$ cat src/rtl/fetch_decode_unit_if.sv
// fetch_decode_unit_if: instruction-memory fetch bus.
//   imem_req   - fetch request, held until imem_valid
//   imem_addr  - fetch address (current PC)
//   imem_valid - imem_rdata carries the requested word this cycle
//   imem_rdata - 32-bit instruction word
// master = fetch unit, slave = instruction memory.
interface fetch_decode_unit_if #(
  parameter int unsigned PC_WIDTH = 64
);

  logic                imem_req;
  logic [PC_WIDTH-1:0] imem_addr;
  logic                imem_valid;
  logic [31:0]         imem_rdata;

  modport master (
    output imem_req,
    output imem_addr,
    input  imem_valid,
    input  imem_rdata
  );

  modport slave (
    input  imem_req,
    input  imem_addr,
    output imem_valid,
    output imem_rdata
  );

endinterface

$ cat src/rtl/fetch_decode_unit.sv
// fetch_decode_unit: multi-cycle fetch/decode/control stage for the add-sub
// datapath. Fetches one RV64I word per instruction into IR, decodes ld, sd,
// addi, add and sub, and drives register selectors, immediate and strobes.
// Sequence per instruction: FETCH (1+ cycles) -> DECODE -> EXEC.
//
// Ports:
//   CLK, RST      - clock, synchronous active-high reset
//   imem          - fetch bus (master side)
//   rs1, rs2, rd  - register selectors from IR
//   immediate     - 12-bit I/S-type immediate, 0 for other formats
//   sub           - subtract select for add/sub
//   WE_RF, WE_MEM - register-file / data-memory write strobes (EXEC only)
//   RF_din_sel    - 1 = ALU result, 0 = memory data
//   ULA_din2_sel  - 1 = immediate, 0 = rs2 data
//   instr_retired - one-cycle pulse in EXEC
//   illegal       - sticky illegal-instruction flag
//
// Build option: define FDU_ILLEGAL_TRAP_EN to halt on an illegal
// instruction (sticky illegal flag, no further fetches until reset).
// Without it illegal instructions execute as NOPs and illegal stays 0.
module fetch_decode_unit #(
  parameter int unsigned         PC_WIDTH = 64,
  parameter logic [PC_WIDTH-1:0] RESET_PC = '0
) (
  input  logic                 CLK,
  input  logic                 RST,
  fetch_decode_unit_if.master  imem,
  output logic [4:0]           rs1,
  output logic [4:0]           rs2,
  output logic [4:0]           rd,
  output logic [11:0]          immediate,
  output logic                 sub,
  output logic                 WE_RF,
  output logic                 WE_MEM,
  output logic                 RF_din_sel,
  output logic                 ULA_din2_sel,
  output logic                 instr_retired,
  output logic                 illegal
);

  localparam int unsigned INSTR_W = 32;

  localparam logic [6:0] OP_LOAD   = 7'b0000011;
  localparam logic [6:0] OP_STORE  = 7'b0100011;
  localparam logic [6:0] OP_IMM    = 7'b0010011;
  localparam logic [6:0] OP_REG    = 7'b0110011;
  localparam logic [2:0] F3_DWORD  = 3'b011;
  localparam logic [2:0] F3_ADD    = 3'b000;

  typedef enum logic [2:0] {
    RESET_S,
    FETCH,
    DECODE,
    EXEC,
    HALT
  } state_t;

  state_t               state_q;
  state_t               state_d;
  logic [PC_WIDTH-1:0]  pc_q;
  logic [INSTR_W-1:0]   ir_q;

  logic [6:0]           opcode;
  logic [2:0]           funct3;
  logic                 is_ld;
  logic                 is_sd;
  logic                 is_addi;
  logic                 is_addsub;

  // State, PC and instruction register
  always_ff @(posedge CLK) begin
    if (RST) begin
      state_q <= RESET_S;
      pc_q    <= RESET_PC;
      ir_q    <= '0;
    end else begin
      state_q <= state_d;
      if (state_q == FETCH && imem.imem_valid) begin
        ir_q <= imem.imem_rdata;
      end
      // Modulo 2^PC_WIDTH by construction of the adder width
      if (state_q == EXEC) begin
        pc_q <= pc_q + PC_WIDTH'(4);
      end
    end
  end

  // Instruction classification from IR
  assign opcode    = ir_q[6:0];
  assign funct3    = ir_q[14:12];
  assign is_ld     = (opcode == OP_LOAD)  && (funct3 == F3_DWORD);
  assign is_sd     = (opcode == OP_STORE) && (funct3 == F3_DWORD);
  assign is_addi   = (opcode == OP_IMM)   && (funct3 == F3_ADD);
  // funct7 must be 0000000 (add) or 0100000 (sub); bit 30 is the only free bit
  assign is_addsub = (opcode == OP_REG)   && (funct3 == F3_ADD) &&
                     !ir_q[31] && (ir_q[29:25] == 5'd0);

  // Field and mux-select outputs track IR only
  assign rs1          = ir_q[19:15];
  assign rs2          = ir_q[24:20];
  assign rd           = ir_q[11:7];
  assign sub          = is_addsub && ir_q[30];
  assign ULA_din2_sel = is_ld || is_sd || is_addi;
  assign RF_din_sel   = is_addi || is_addsub;

  // Immediate format follows the opcode
  always_comb begin
    immediate = 12'd0;
    case (opcode)
      OP_LOAD, OP_IMM: immediate = ir_q[31:20];
      OP_STORE:        immediate = {ir_q[31:25], ir_q[11:7]};
      default:         immediate = 12'd0;
    endcase
  end

  assign imem.imem_addr = pc_q;

`ifdef FDU_ILLEGAL_TRAP_EN
  logic legal;
  logic illegal_q;

  assign legal = is_ld || is_sd || is_addi || is_addsub;

  // Sticky trap flag, set when DECODE sees an unsupported word
  always_ff @(posedge CLK) begin
    if (RST) begin
      illegal_q <= 1'b0;
    end else if (state_q == DECODE && !legal) begin
      illegal_q <= 1'b1;
    end
  end

  assign illegal = illegal_q;
`else
  assign illegal = 1'b0;
`endif

  // Next state and per-state strobes
  always_comb begin
    state_d        = state_q;
    imem.imem_req  = 1'b0;
    WE_RF          = 1'b0;
    WE_MEM         = 1'b0;
    instr_retired  = 1'b0;

    case (state_q)
      RESET_S: begin
        state_d = FETCH;
      end
      FETCH: begin
        imem.imem_req = 1'b1;
        if (imem.imem_valid) begin
          state_d = DECODE;
        end
      end
      DECODE: begin
`ifdef FDU_ILLEGAL_TRAP_EN
        state_d = legal ? EXEC : HALT;
`else
        state_d = EXEC;
`endif
      end
      EXEC: begin
        // x0 is hardwired to zero, so its write is dropped
        WE_RF         = (is_ld || is_addi || is_addsub) && (rd != 5'd0);
        WE_MEM        = is_sd;
        instr_retired = 1'b1;
        state_d       = FETCH;
      end
      HALT: begin
        state_d = HALT;
      end
      default: begin
        state_d = RESET_S;
      end
    endcase
  end

endmodule
$ cat src/flat_wrapper.sv
// flat-port wrapper written by rule: the top's interface ports become plain ports
module fetch_decode_unit_flat 
#(
  parameter int unsigned         PC_WIDTH = 64,
  parameter logic [PC_WIDTH-1:0] RESET_PC = '0
)
  (CLK, RST, rs1, rs2, rd, immediate, sub, WE_RF, WE_MEM, RF_din_sel, ULA_din2_sel, instr_retired, illegal, imem_imem_req, imem_imem_addr, imem_imem_valid, imem_imem_rdata);
  fetch_decode_unit_if #(.PC_WIDTH(PC_WIDTH)) imem_i ();
  input  logic CLK;
  input  logic RST;
  output logic [4:0] rs1;
  output logic [4:0] rs2;
  output logic [4:0] rd;
  output logic [11:0] immediate;
  output logic sub;
  output logic WE_RF;
  output logic WE_MEM;
  output logic RF_din_sel;
  output logic ULA_din2_sel;
  output logic instr_retired;
  output logic illegal;
  output wire logic [$bits(imem_i.imem_req)-1:0] imem_imem_req;
  output wire logic [$bits(imem_i.imem_addr)-1:0] imem_imem_addr;
  input wire logic [$bits(imem_i.imem_valid)-1:0] imem_imem_valid;
  input wire logic [$bits(imem_i.imem_rdata)-1:0] imem_imem_rdata;
  assign imem_imem_req = imem_i.imem_req;
  assign imem_imem_addr = imem_i.imem_addr;
  assign imem_i.imem_valid = imem_imem_valid;
  assign imem_i.imem_rdata = imem_imem_rdata;
  fetch_decode_unit #(.PC_WIDTH(PC_WIDTH), .RESET_PC(RESET_PC)) u_core (.CLK(CLK), .RST(RST), .imem(imem_i), .rs1(rs1), .rs2(rs2), .rd(rd), .immediate(immediate), .sub(sub), .WE_RF(WE_RF), .WE_MEM(WE_MEM), .RF_din_sel(RF_din_sel), .ULA_din2_sel(ULA_din2_sel), .instr_retired(instr_retired), .illegal(illegal));
endmodule
$ cat config.mk
export PLATFORM = sky130hd
export DESIGN_NAME = fetch_decode_unit_flat
export DESIGN_NICKNAME = d
export VERILOG_FILES = /design/src/rtl/fetch_decode_unit_if.sv /design/src/rtl/fetch_decode_unit.sv /design/src/flat_wrapper.sv
export SDC_FILE = /design/constraint.sdc
export NUM_CORES = 1
export LEC_CHECK = 0
export CAP_MARGIN = 20
export CELL_PAD_IN_SITES_DETAIL_PLACEMENT = 0
export CELL_PAD_IN_SITES_GLOBAL_PLACEMENT = 2
export CORE_ASPECT_RATIO = 0.7
export CORE_UTILIZATION = 27
export CTS_CLUSTER_SIZE = 40
export DETAILED_ROUTE_END_ITERATION = 12
export PLACE_DENSITY_LB_ADDON = 0.1
export RECOVER_POWER = 50
export SLEW_MARGIN = 20
export SYNTH_ARGS = -nofsm -noshare
export SYNTH_HDL_FRONTEND = slang
export SYNTH_SLANG_ARGS = --single-unit
$ cat constraint.sdc
create_clock -name CLK -period 2.34 [get_ports CLK]
set_clock_uncertainty 0.1 [all_clocks]
set_input_delay 0.468 -clock CLK [delete_from_list [all_inputs] [get_ports CLK]]
set_output_delay 0.468 -clock CLK [all_outputs]
set_load 0.02 [all_outputs]
# Word level (Yosys, flattened, before mapping)
# Index checks and enable logic that the tools add are counted.
# word_totals
regBits	99
inputBits	35
output_inout_bits	99
elab_cells	42
# classes
n_addsub	1
n_eq_ne	10
n_mux	7
n_reduce_logical	21
# op_table
op	n
$add 64x3->64 const B	1
$pmux 12 s2	1
$eq 7x6->1 const B	2
$pmux 3 s4	1
$eq 3x2->1 const B	3
$logic_and 1x1->1	9
$eq 7x2->1 const B	1
$eq 7x5->1 const B	1
$logic_not 3->1	2
$logic_not 5->1	1
$logic_or 1x1->1	5
$reduce_bool 5->1	1
$mux 1	4
$reduce_or 2->1	2
$eq 3x1->1 const B	1
$eq 3x3->1 const B	1
$mux 3	1
$ne 2x2->1 const B	1
$logic_not 1->1	1

# Logic depth before layout (Yosys ltp)
# logic_depth
ltp_word	7
depth_mapped	9
mapped_depth_nobuf	6

# Worst setup path before layout
# No wires, ideal clock.
# synth_timing
path_kind	register to output
start	reg u_core.ir_q[2]
end	out WE_RF
arrival_time_ps	1905
required_ps	1772
setup_slack_ps	-133
stages_incl_launch_ff	5
path_buffers	0
path_cell_list	dfxtp_1 -> or4_1 -> or4_1 -> nand2b_1 -> a21oi_1
# synth_between
elab_chain_cells	7
elab_cells_between_ends	12
classes_between	3 x eq/ne; 1 x mux; 8 x reduce/logical
# synth_rtl
element	line_no	source
start, declared	fetch_decode_unit.sv:61	logic [INSTR_W-1:0] ir_q;
start signal, assigned	fetch_decode_unit.sv:79	ir_q <= imem.imem_rdata;
$eq 7x6->1	fetch_decode_unit.sv:95	assign is_addsub = (opcode == OP_REG) && (funct3 == F3_ADD) &&
$logic_and 1x1->1 (2 in series)	fetch_decode_unit.sv:95	
$logic_and 1x1->1	fetch_decode_unit.sv:96	!ir_q[31] && (ir_q[29:25] == 5'd0);
$logic_or 1x1->1 (*)	fetch_decode_unit.sv:165	WE_RF = (is_ld || is_addi || is_addsub) && (rd != 5'd0);
$logic_and 1x1->1 (*)	fetch_decode_unit.sv:165	
$mux 1 (*)	fetch_decode_unit.sv:146	case (state_q)
end, declared	flat_wrapper.sv:16	output logic WE_RF;
# Every way passes the cells marked *; elsewhere a longest branch is shown, timed or not.

# Worst setup path in the final report
# Ends and elaborated chain as after synthesis.

==> results.sh <==
export IMPL_status="complete, but fails checks"
export IMPL_violations="setup timing"
export IMPL_drt_wl_total_um=13400
export IMPL_clockPowerShare=0.432
export IMPL_syn_to_final_growth_pct=44.7
export IMPL_finalSetupViolations=25
export IMPL_top_level_ports=134
export IMPL_p_switching_uw=794
export IMPL_seq_power_share=0.499
export IMPL_initial_core_util=0.276
export IMPL_place_ws_ps=-528
export IMPL_antenna_cells=0
export IMPL_p_per_area_nw_per_um2=523
export IMPL_synth_area_um2=4510
export IMPL_arrival_ps=2060
export IMPL_wl_per_cell_um=14.5
export IMPL_die_area_um2=17200
export IMPL_ctsHoldBuffers=0
export IMPL_period_share=1.12
export IMPL_clk_latency_ps=350
export IMPL_timing_final_ws_setup_ps=-287
export IMPL_core_um2=16300
export IMPL_multi_input_area_um2=2320
export IMPL_dr_wl_met2_um=5610
export IMPL_ff2ff_setup_slack_ps=-150
export IMPL_rows=39
export IMPL_report_final_slew_viol_count=0
export IMPL_postSynthAreaPerCell_um2=8.25
export IMPL_overflow=0
export IMPL_p_int_mw=2.62
export IMPL_worst_path_max_fanout=2
export IMPL_yosysSeqAreaShare=0.431
export IMPL_die_x_um=156
export IMPL_met3_length_um=501
export IMPL_p_sw_frac=0.233
export IMPL_detail_route_antenna_nets=0
export IMPL_layout_drive_gt1_share=0.143
export IMPL_critical_path_class="reg -> out"
export IMPL_num_nets_final=730
export IMPL_grt_first_pass_wirelength_um=21200
export IMPL_hold_end="u_core.ir_q[0]"
export IMPL_viasPerCell=4.62
export IMPL_place_area_um2=6250
export IMPL_place_congestion=0.765
export IMPL_ff2ff_path_depth=6
export IMPL_finalSetupTns_ps=-3470
export IMPL_cts_made_buffers=9
export IMPL_top_layer="met4"
export IMPL_r2r_end="u_core.imem.imem_addr[61]"
export IMPL_hp_start="u_core.ir_q[0]"
export IMPL_crit_path_end_kind="primary output"
export IMPL_final_core_util=0.399
export IMPL_grt_max_degree=44
export IMPL_yosysUniqueCellTypes=45
export IMPL_clock_fmax_mhz=381
export IMPL_yosysWarningCount=0
export IMPL_p_comb_frac=0.069
export IMPL_start_kind="flip-flop"
export IMPL_cts_buffer_depth=2
export IMPL_firstDrtPassIters=4
export IMPL_hold_path_depth=2
export IMPL_maxCapViolations=0
export IMPL_synth_cells=547
export IMPL_cts_tree="yes"
export IMPL_synthTopCellsByArea="dfxtp_1 (43%), nand2_1 (7.2%), a21oi_1 (6.2%), xor2_1 (6.2%), nor2_1 (4.0%)"
export IMPL_vias=4262
export IMPL_rsz0062_at_grt="true"
export IMPL_die_y_um=110
export IMPL_reg2reg_from="u_core.imem.imem_addr[6]"
export IMPL_grt_total_usage=0.160
export IMPL_yosys_register_bits=97
export IMPL_yosysTopAreaCell="dfxtp_1"
export IMPL_grt_pass1_vias=3913
export IMPL_drcViolationCount=0
export IMPL_drt_iter0_drc=194
export IMPL_critPathRequiredTime_ps=1770
export IMPL_cts_max_level=3
export IMPL_met1_length_um=7140
export IMPL_root_buffer="clkbuf_16"
export IMPL_design_area_um2=6530
export IMPL_tightestPinTransition_ps=1040
export IMPL_power_leakage_nw=2.46
export IMPL_clock_sinks=97
export IMPL_dp_hpwl_um=9640
export IMPL_clk_pin_slew_ps=70
export IMPL_io_buffers=130
export IMPL_hold_viol=0
export IMPL_seq_area_um2=1950
export IMPL_antenna_found_initial=0
export IMPL_vdd_ir_drop_max_v=0.000287
export IMPL_slew_headroom=0.307
export IMPL_nFillCells=1650
export IMPL_fin_crit_ps=2630
export IMPL_hold_path_class="reg -> reg"
export IMPL_synth_top_cell_area_share=0.431
## layout make-up
| type | count | area share |
|---|---|---|
| sequential | 97 | 0.298 |
| clock buffer | 11 | 0.0356 |
| tap | 225 | 0.0431 |
| timing repair buffer | 176 | 0.251 |
| multi-input combinational | 396 | 0.355 |
| inverter | 14 | 0.00805 |
| clock inverter | 4 | 0.00843 |
## registers in the layout, indices dropped and copies added, names as in the netlist
signal and cells:
u_core.imem.imem_addr 62, u_core.ir_q 32, u_core.state_q 3
## layout by cell type, fill, tap and decap left out, types with 3 or more instances in the layout
cell type         n
a21oi_1          54
a22o_1            5
and2_1           16
and3_1            8
and4_1            4
buf_12            3
buf_4            48
buf_6             4
clkbuf_1          5
clkbuf_16         9
clkdlybuf4s50_1  81
conb_1            3
dfxtp_1          94
dfxtp_2           3
dlygate4sd3_1    30
inv_1            14
nand2_1          87
nand3_1          18
nand4_1          29
nor2_1           47
nor3_1            4
nor4_1            5
nor4_2            3
o21ai_0          17
o31ai_1           3
or3_1            15
or4_1             4
xnor2_1           8
xor2_1           32
## worst max-delay path, cell delays in order, from the launching register on
cell and delay (ps):
dfxtp_1 310, or4_4 550, or4_4 430, nand2b_4 150, a21oi_2 140, buf_6 130
## timing repair
item                                    4_1_cts  5_1_grt
endpoints found under the setup margin       18       29
pin swaps                                     4        2
setup buffers                                 0        2
gates resized for setup                      93        8
## power by group through the flow
| stage | combinational [mW] | clock (mW) | sequential (mW) |
|---|---|---|---|
| 2_1_floorplan | 0.128 | 0 | 1.74 |
| 3_3_place_gp | 0.246 | 0 | 1.74 |
| 3_5_place_dp | 0.247 | 0 | 1.74 |
| 4_1_cts | 0.248 | 1.55 | 1.70 |
| 5_1_grt | 0.258 | 1.61 | 1.71 |
| 6_report | 0.236 | 1.47 | 1.70 |
## worst max-delay path by stage
stage / from / endpoint / slack [ps] / cells after the start
floorplan: u_core.ir_q[2] / WE_RF / -50 / 4
global placement: u_core.ir_q[2] / WE_RF / -510 / 5
detailed placement: u_core.ir_q[2] / WE_RF / -530 / 5
CTS: u_core.ir_q[1] / WE_RF / -370 / 6
global route: u_core.ir_q[2] / WE_MEM / -360 / 5
finish: u_core.ir_q[2] / WE_RF / -290 / 5
## metal layers
layer  GRT usage  vias up
met4      0.0462        0
met1       0.229     2005
met2       0.235       84
li1            -     2163
met5           0        -
met3      0.0379       10
## Yosys cell counts, drive strengths merged
master,instances
or3,16
nor3b,3
or2,2
xnor2,8
and3,8
nand3,19
nor3,7
nand3b,2
inv,14
and2,17
o21ai,17
and4,5
nand2b,2
ha,1
clkbuf,17
a41o,1
xor2,32
dfxtp,97
or4,6
a211oi,1
buf,25
conb,1
nand2,87
nor4b,2
nand4,31
nor4,10
a22o,5
a21oi,56
nor2,48
nor4bb,1
o31ai,3
nand4b,2
a311oi,1
## cells by family (layout without fill, tap and decap cells)
kind of cell	Yosys count	after routing	share of synthesized area
adder cells (fa/ha/maj)	1	1	0.00277
buffers and inverters	56	205	0.0644
AO/OA/AOI/OAI	84	84	0.102
other	1	3	0.000831
AND/OR/NAND/NOR	268	268	0.322
flip-flops	97	97	0.431
XOR/XNOR	40	40	0.0777
## stage by stage
step / power (mW) / cells / hold slack, ps
finish: 3.41 / 923 / 353
global route: 3.57 / 923 / 379
global placement: 1.99 / 906 / 346
detailed placement: 1.99 / 906 / 350
floorplan: 1.86 / 549 / 331
CTS: 3.50 / 921 / 358
Note: power is estimated with default switching activity, not from simulation.
